### src/rtl/usb_rw_burst_fsm.sv
// -----------------------------------------------------------------------------
// usb_rw_burst_fsm
// USB host read/write transaction sequencer sitting between the host tasks and
// the protocol FSM. A transaction is a mem-page OUT transaction (OUT_TOK +
// OUT_DATA carrying the page) followed by 1..MAX_BURST data beats, each one a
// token (IN_TOK for read, OUT_TOK for write) plus a data message (IN_DATA or
// OUT_DATA). A data phase that times out is retried up to MAX_RETRY times
// (the token is re-issued) before the whole transaction is aborted.
//
// Ports
//   clk, rst_L               clock, asynchronous active-low reset
//   start_read/start_write   transaction request levels, sampled in IDLE
//   mem_page, burst_len      latched when a start is taken
//   wr_data                  write payload for beat wr_beat
//   wr_beat, wr_ack          current beat index / 1-cycle beat-delivered pulse
//   rd_data, rd_valid        read beat payload / 1-cycle beat-received pulse
//   busy, done, success      status; success is qualified by done
//   retry_total              saturating retry count of current/last transaction
//   protocol_free, timeout   protocol FSM handshake
//   rw_din                   data returned by an IN_DATA message
//   msg_type, rw_dout        combinational message request to the protocol FSM
// -----------------------------------------------------------------------------
module usb_rw_burst_fsm #(
  parameter int DATA_W    = 64,
  parameter int PAGE_W    = 16,
  parameter int MAX_BURST = 4,
  parameter int MAX_RETRY = 3,
  localparam int BW = $clog2(MAX_BURST + 1),
  localparam int RW = $clog2(MAX_RETRY + 2)
) (
  input  logic              clk,
  input  logic              rst_L,
  input  logic              start_read,
  input  logic              start_write,
  input  logic [PAGE_W-1:0] mem_page,
  input  logic [BW-1:0]     burst_len,
  input  logic [DATA_W-1:0] wr_data,
  output logic [BW-1:0]     wr_beat,
  output logic              wr_ack,
  output logic [DATA_W-1:0] rd_data,
  output logic              rd_valid,
  output logic              busy,
  output logic              done,
  output logic              success,
  output logic [7:0]        retry_total,
  input  logic              protocol_free,
  input  logic              timeout,
  input  logic [DATA_W-1:0] rw_din,
  output logic [2:0]        msg_type,
  output logic [DATA_W-1:0] rw_dout
);

  localparam logic [2:0] MSG_NONE     = 3'b000;
  localparam logic [2:0] MSG_IN_TOK   = 3'b001;
  localparam logic [2:0] MSG_OUT_TOK  = 3'b010;
  localparam logic [2:0] MSG_OUT_DATA = 3'b011;
  localparam logic [2:0] MSG_IN_DATA  = 3'b100;

  localparam logic [BW-1:0] BURST_MAX = BW'(MAX_BURST);
  localparam logic [RW-1:0] RETRY_MAX = RW'(MAX_RETRY);

  typedef enum logic [2:0] {
    ST_IDLE   = 3'd0,
    ST_PG_TOK = 3'd1,
    ST_PG_DAT = 3'd2,
    ST_PG_RTY = 3'd3,
    ST_BT_TOK = 3'd4,
    ST_BT_DAT = 3'd5,
    ST_BT_RTY = 3'd6,
    ST_ABORT  = 3'd7
  } state_t;

  state_t              r_state;
  state_t              w_state_next;

  logic [PAGE_W-1:0]   r_page;
  logic [BW-1:0]       r_len;
  logic                r_is_read;
  logic [BW-1:0]       r_beat;
  logic [RW-1:0]       r_retry;
  logic [7:0]          r_retry_total;
  logic [DATA_W-1:0]   r_rd_data;
  logic                r_rd_valid;
  logic                r_wr_ack;
  logic                r_done;
  logic                r_success;

  logic                w_start_req;
  logic                w_take_start;
  logic                w_in_dat;
  logic                w_retry;
  logic                w_pg_ok;
  logic                w_beat_ok;
  logic                w_is_last;
  logic [BW-1:0]       w_len_clamped;
  logic [2:0]          w_beat_tok;
  logic [2:0]          w_msg_type;
  logic [DATA_W-1:0]   w_rw_dout;
  logic [DATA_W-1:0]   w_page_ext;

  // ---------------------------------------------------------------------------
  // Event decodes shared by next-state, datapath and message logic
  // ---------------------------------------------------------------------------
  assign w_start_req  = start_read | start_write;
  assign w_take_start = (r_state == ST_IDLE) & w_start_req & protocol_free;
  assign w_in_dat     = (r_state == ST_PG_DAT) | (r_state == ST_BT_DAT);
  // timeout wins over protocol_free in the data-wait states
  assign w_retry      = w_in_dat & timeout & (r_retry < RETRY_MAX);
  assign w_pg_ok      = (r_state == ST_PG_DAT) & ~timeout & protocol_free;
  assign w_beat_ok    = (r_state == ST_BT_DAT) & ~timeout & protocol_free;
  assign w_is_last    = (r_beat == (r_len - BW'(1)));
  assign w_beat_tok   = r_is_read ? MSG_IN_TOK : MSG_OUT_TOK;

  always_comb begin
    w_len_clamped = burst_len;
    if (burst_len == '0) begin
      w_len_clamped = BW'(1);
    end else if (burst_len > BURST_MAX) begin
      w_len_clamped = BURST_MAX;
    end
  end

  // ---------------------------------------------------------------------------
  // State register
  // ---------------------------------------------------------------------------
  always_ff @(posedge clk or negedge rst_L) begin
    if (!rst_L) begin
      r_state <= ST_IDLE;
    end else begin
      r_state <= w_state_next;
    end
  end

  // ---------------------------------------------------------------------------
  // Next-state logic
  // ---------------------------------------------------------------------------
  always_comb begin
    w_state_next = r_state;
    case (r_state)
      ST_IDLE:   if (w_take_start)  w_state_next = ST_PG_TOK;
      ST_PG_TOK: if (protocol_free) w_state_next = ST_PG_DAT;
      ST_PG_DAT: begin
        if (timeout) begin
          w_state_next = w_retry ? ST_PG_RTY : ST_ABORT;
        end else if (protocol_free) begin
          w_state_next = ST_BT_TOK;
        end
      end
      ST_PG_RTY: if (protocol_free) w_state_next = ST_PG_TOK;
      ST_BT_TOK: if (protocol_free) w_state_next = ST_BT_DAT;
      ST_BT_DAT: begin
        if (timeout) begin
          w_state_next = w_retry ? ST_BT_RTY : ST_ABORT;
        end else if (protocol_free) begin
          w_state_next = w_is_last ? ST_IDLE : ST_BT_TOK;
        end
      end
      ST_BT_RTY: if (protocol_free) w_state_next = ST_BT_TOK;
      ST_ABORT:  w_state_next = ST_IDLE;
      default:   w_state_next = ST_IDLE;
    endcase
  end

  // ---------------------------------------------------------------------------
  // Datapath registers: latches, counters and registered status pulses
  // ---------------------------------------------------------------------------
  always_ff @(posedge clk or negedge rst_L) begin
    if (!rst_L) begin
      r_page        <= '0;
      r_len         <= '0;
      r_is_read     <= 1'b0;
      r_beat        <= '0;
      r_retry       <= '0;
      r_retry_total <= '0;
      r_rd_data     <= '0;
      r_rd_valid    <= 1'b0;
      r_wr_ack      <= 1'b0;
      r_done        <= 1'b0;
      r_success     <= 1'b0;
    end else begin
      r_rd_valid <= 1'b0;
      r_wr_ack   <= 1'b0;
      r_done     <= 1'b0;

      if (w_take_start) begin
        r_page        <= mem_page;
        r_len         <= w_len_clamped;
        r_is_read     <= start_read;   // read wins when both are requested
        r_beat        <= '0;
        r_retry       <= '0;
        r_retry_total <= '0;
      end

      if (w_retry) begin
        r_retry <= r_retry + RW'(1);
        if (r_retry_total != 8'hFF) begin
          r_retry_total <= r_retry_total + 8'd1;
        end
      end

      if (w_pg_ok) begin
        r_retry <= '0;
      end

      if (w_beat_ok) begin
        r_beat  <= r_beat + BW'(1);
        r_retry <= '0;
        if (r_is_read) begin
          r_rd_data  <= rw_din;
          r_rd_valid <= 1'b1;
        end else begin
          r_wr_ack <= 1'b1;
        end
        if (w_is_last) begin
          r_done    <= 1'b1;
          r_success <= 1'b1;
        end
      end

      if (r_state == ST_ABORT) begin
        r_done    <= 1'b1;
        r_success <= 1'b0;
      end
    end
  end

  // ---------------------------------------------------------------------------
  // Message outputs (Mealy): a message is only ever requested while the
  // protocol FSM reports free, and every request is accompanied by a state
  // change, so each one lasts exactly one cycle.
  // ---------------------------------------------------------------------------
  always_comb begin
    w_msg_type = MSG_NONE;
    w_rw_dout  = '0;
    w_page_ext = '0;
    w_page_ext[PAGE_W-1:0] = r_page;
    case (r_state)
      ST_IDLE:   if (w_take_start)  w_msg_type = MSG_OUT_TOK;
      ST_PG_TOK: begin
        if (protocol_free) begin
          w_msg_type = MSG_OUT_DATA;
          w_rw_dout  = w_page_ext;
        end
      end
      ST_PG_DAT: if (w_pg_ok)       w_msg_type = w_beat_tok;
      ST_PG_RTY: if (protocol_free) w_msg_type = MSG_OUT_TOK;
      ST_BT_TOK: begin
        if (protocol_free) begin
          if (r_is_read) begin
            w_msg_type = MSG_IN_DATA;
          end else begin
            w_msg_type = MSG_OUT_DATA;
            w_rw_dout  = wr_data;
          end
        end
      end
      // next beat's token goes out in the same cycle the current beat completes
      ST_BT_DAT: if (w_beat_ok && !w_is_last) w_msg_type = w_beat_tok;
      ST_BT_RTY: if (protocol_free) w_msg_type = w_beat_tok;
      default:   w_msg_type = MSG_NONE;
    endcase
  end

  assign msg_type    = w_msg_type;
  assign rw_dout     = w_rw_dout;
  assign busy        = (r_state != ST_IDLE);
  assign wr_beat     = r_beat;
  assign wr_ack      = r_wr_ack;
  assign rd_data     = r_rd_data;
  assign rd_valid    = r_rd_valid;
  assign done        = r_done;
  assign success     = r_success;
  assign retry_total = r_retry_total;

endmodule

### config.mk
export PLATFORM = sky130hd
export DESIGN_NAME = usb_rw_burst_fsm
export DESIGN_NICKNAME = d
export VERILOG_FILES = /design/src/rtl/usb_rw_burst_fsm.sv
export SDC_FILE = /design/constraint.sdc
export NUM_CORES = 1
export LEC_CHECK = 0
export BUFFER_PORTS_ARGS = -buffer_cell sky130_fd_sc_hd__buf_2
export CAP_MARGIN = 20
export CORE_AREA = 2 2 117 119
export DETAILED_ROUTE_END_ITERATION = 10
export DIE_AREA = 0 0 119 121
export PLACE_DENSITY = 0.72
export SLEW_MARGIN = 10
export SYNTH_ARGS = -nofsm -noshare
export SYNTH_HDL_FRONTEND = slang
export SYNTH_SLANG_ARGS = --single-unit
### constraint.sdc
create_clock -name clk -period 2.7 [get_ports clk]
set_clock_uncertainty 0.2 [all_clocks]
set_input_delay 0.27 -clock clk [delete_from_list [all_inputs] [get_ports clk]]
set_output_delay 0.27 -clock clk [all_outputs]
set_load 0.02 [all_outputs]
==> reports/qor_table.md <==
| Quantity | This run |
|:---|:---|
| Run status | complete, no violations |
| Global route overflow | 0 |
| Sink Count | 105 |
| CTS tree | yes |
| Average wire length per cell after detail routing | 15.9 µm |
| Via count normalized by instance count | 4.85 |
| Worst setup path category | reg -> out |
| RSZ-0062 raised after global routing | no |
| Max Clk Rate | 392 MHz |
| Finished Core Util | 59.6% |
| Maximum fanout encountered on the critical timing path | 17 |
| Synthesized-area fraction occupied by adder cells | 0.998% |
| Leak Pwr | 4.23 nW |
| Max-slew violation total from the final report | 0 |
| Post-CTS Setup Bufs | 0 |
| Main combinational cell family by area after synthesis | simple AND/OR/NAND/NOR gates |
| VDD IR-drop max | 0.000544 V |
| Post-synthesis cell area | 5010 µm² |
| Biggest area consumer among synthesized cells | dfrtp_1 |
| Core region area | 13100 µm² |
| Count of max-cap constraint violations | 0 |
| Synthesized-area fraction occupied by ao, oa, aoi and oai cells | 8.26% |
| Antenna violations before repair | 4 |
| Final worst hold slack | 0.0308 ns |
| RePlAce Congestion | 0.909 |
| Area fraction in and, or, nand and nor cells after synthesis | 18.0% |
| Endpoint required time on the critical path | 2.23 ns |
| Number of antenna-violating nets in the routed design | 0 |
| Post-Synthesis Cells | 439 |
| Post-synthesis average cell area | 11.4 µm² |
| Area of the die | 14400 µm² |
| WL met1 | 6.03 mm |
| Number of enable flip-flop cells after synthesis | 0 |
| Met3 WL post-DR | 1.03 mm |
| Synth Warn # | 0 |
| Critical Path Source Type | register |
| Final Hold Viols | 0 |
| Cells taking the most area after synthesis | dfrtp_1 (52%), mux2_2 (15%), and2_1 (6.1%) |
| Mux share of post-synthesis cell area | 15.9% |
| H-tree levels | 3 |
| DR vias | 4837 |
| Fraction of the cycle the final worst path needs | 94.4% |
| # nets final | 969 |
| Wire length on met2 | 8.28 mm |
| Initial core utilization | 38.3% |
| Total detailed-routing wirelength | 15.8 mm |
| Net count after synthesis | 596 |
| Register area share after synthesis | 52.4% |
| Final setup violation count | 0 |
| Clk root buf | clkbuf_16 |
| Area share of the largest cell type after synthesis | 52.4% |
| Dpl cells | 894 |
| Residual DRC count | 0 |
| Transition at the pin with the smallest max-transition slack | 0.570 ns |
| # rows | 42 |
| Power, Total | 0.00696 W |
| Worst slew slack as a fraction of its limit | 61.4% |
| Setup TNS Final | 0 ns |
| Fraction of layout cells with a size suffix above 1 | 49.0% |
| Number of unique standard cell types used by synthesis | 56 |
| Number of primary I/O pins | 300 |
| Worst Setup End Kind | output pin |
| Global router's overall resource usage | 22.3% |
| Maximum number of pins on one net before global-route repair | 67 |
| Global-route wire length before repair | 25.4 mm |
| Highest layer used for signal routing | met4 |
| First-pass DRT Iterations | 4 |
| R2R Setup Slk | 0.43 ns |
| Number of standard cells in the final layout excluding fillers | 997 |
| Area added between synthesis and finish | 55.5% |
| Detailed-placement wirelength estimate | 11.4 mm |
| Worst-path clk slew | 0.07 ns |
| Proportion of register bits with asynchronous set or reset after synthesis | 100% |
| Top FF cell, synth | dfrtp_1 |
| Clk Latency, worst-skew pair | 0.34 ns |
| Xor/xnor share of the synthesized area | 0.823% |
| Total CTS buffers | 9 |
| Minimum clock period after layout | 2.55 ns |
| Bufs on Longest Clock Path | 2 |
| Detailed router's first-iteration violation count | 178 |
| CP arrival | 2.08 ns |
| Count of buffers from port buffering | 299 |
| Number of register bits inferred by synthesis | 105 |
| PwrDens | 893 nW/µm² |
| Vias in the first global route | 4987 |
| Vertical die dimension | 121 µm |
| Hold Path Class | in -> reg |
| Chip width | 119 µm |
==> layer usage <==
metal	vias to the layer above	global-route usage [%]
li1	2268	-
met1	2330	24.7
met2	208	40.3
met3	31	5.40
met4	0	10.3
met5	-	0
==> cell type report <==
| class | instances | area, µm² |
|---|---|---|
| well taps | 176 | 220 |
| diodes | 4 | 10.0 |
| flip-flops and latches | 105 | 2630 |
| multi-input cells | 301 | 2220 |
| inverters | 7 | 26.3 |
| clock inverters | 5 | 40.0 |
| repair buffers | 388 | 2410 |
| fillers | 1070 | 5290 |
| clock buffers | 11 | 243 |
==> critical path: stages (launching register included) <==
cell	delay, ns
dfrtp_1	0.56
nand2b_4	0.26
or3_1	0.42
nor3_1	0.21
a211o_1	0.13
buf_2	0.16
==> report_power, final <==
| part | internal [W] | switching [W] | leakage (nW) |
|---|---|---|---|
| combinational | 0.00130 | 0.00173 | 2.73 |
| sequential | 0.00221 | 0.000480 | 1.36 |
| clock | 0.000658 | 0.000584 | 0.140 |
| total | 0.00417 | 0.00279 | 4.23 |
==> cells by family after synthesis <==
kind of cell               count (synthesis)
AOI/OAI and AO/OA                         57
and+or+nand+nor                          167
adders and majority gates                  4
muxes                                     70
buffers and inverters                     33
xor gates and xnor gates                   3
DFF                                      105
==> flip-flops by register name (all words and copies together), names as in the netlist, 3 cells and up <==
name,cells
r_len,3
rd_data,64
r_page,16
r_retry,3
retry_total,8
r_state,3
wr_beat,3
==> synthesized netlist by cell type, types with 6 or more instances <==
cell      number
buf_6          6
a22o_1        18
mux2_2        65
clkbuf_1      10
nand2_1       70
nand3_1       11
and2_1        49
dfrtp_1      105
o21ai_0       13
a21oi_1        8
inv_1          6
buf_2          9
==> cells in the final DEF (no fill, tap or decap), types with 6 or more instances in the layout <==
master	count
a21oi_1	8
a22o_1	18
and2_1	49
buf_2	298
clkbuf_16	9
dfrtp_1	103
dlygate4sd3_1	83
inv_1	6
mux2_2	65
nand2_1	70
nand3_1	11
o21ai_0	13
==> worst paths after layout <==
| check | startpoint | to | cells after the start |
|---|---|---|---|
| min in group asynchronous | rst_L | rd_data[11] | 2 |
| worst max register to register | r_state[1] | rd_data[27] | 6 |
| worst min-delay path | burst_len[1] | r_len[1] | 3 |
| max in group asynchronous | rst_L | rd_data[30] | 3 |
| worst max-delay path | r_state[1] | msg_type[1] | 5 |
| worst min register to register | r_page[9] | r_page[9] | 2 |
==> per-stage QoR <==
step	instance area [µm²]	worst slack (ns)
2_1_floorplan	5010	0.559
3_3_place_gp	6660	0.378
3_5_place_dp	6660	0.304
4_1_cts	7780	0.0432
5_1_grt	7800	0.0152
6_report	7800	0.150
==> timing repair <==
item,in CTS,in global routing
endpoints found under the hold margin,121,0
endpoints found under the setup margin,1,1
hold buffers,83,0
gates resized for setup,1,3
Note: power is estimated with default switching activity, not from simulation.
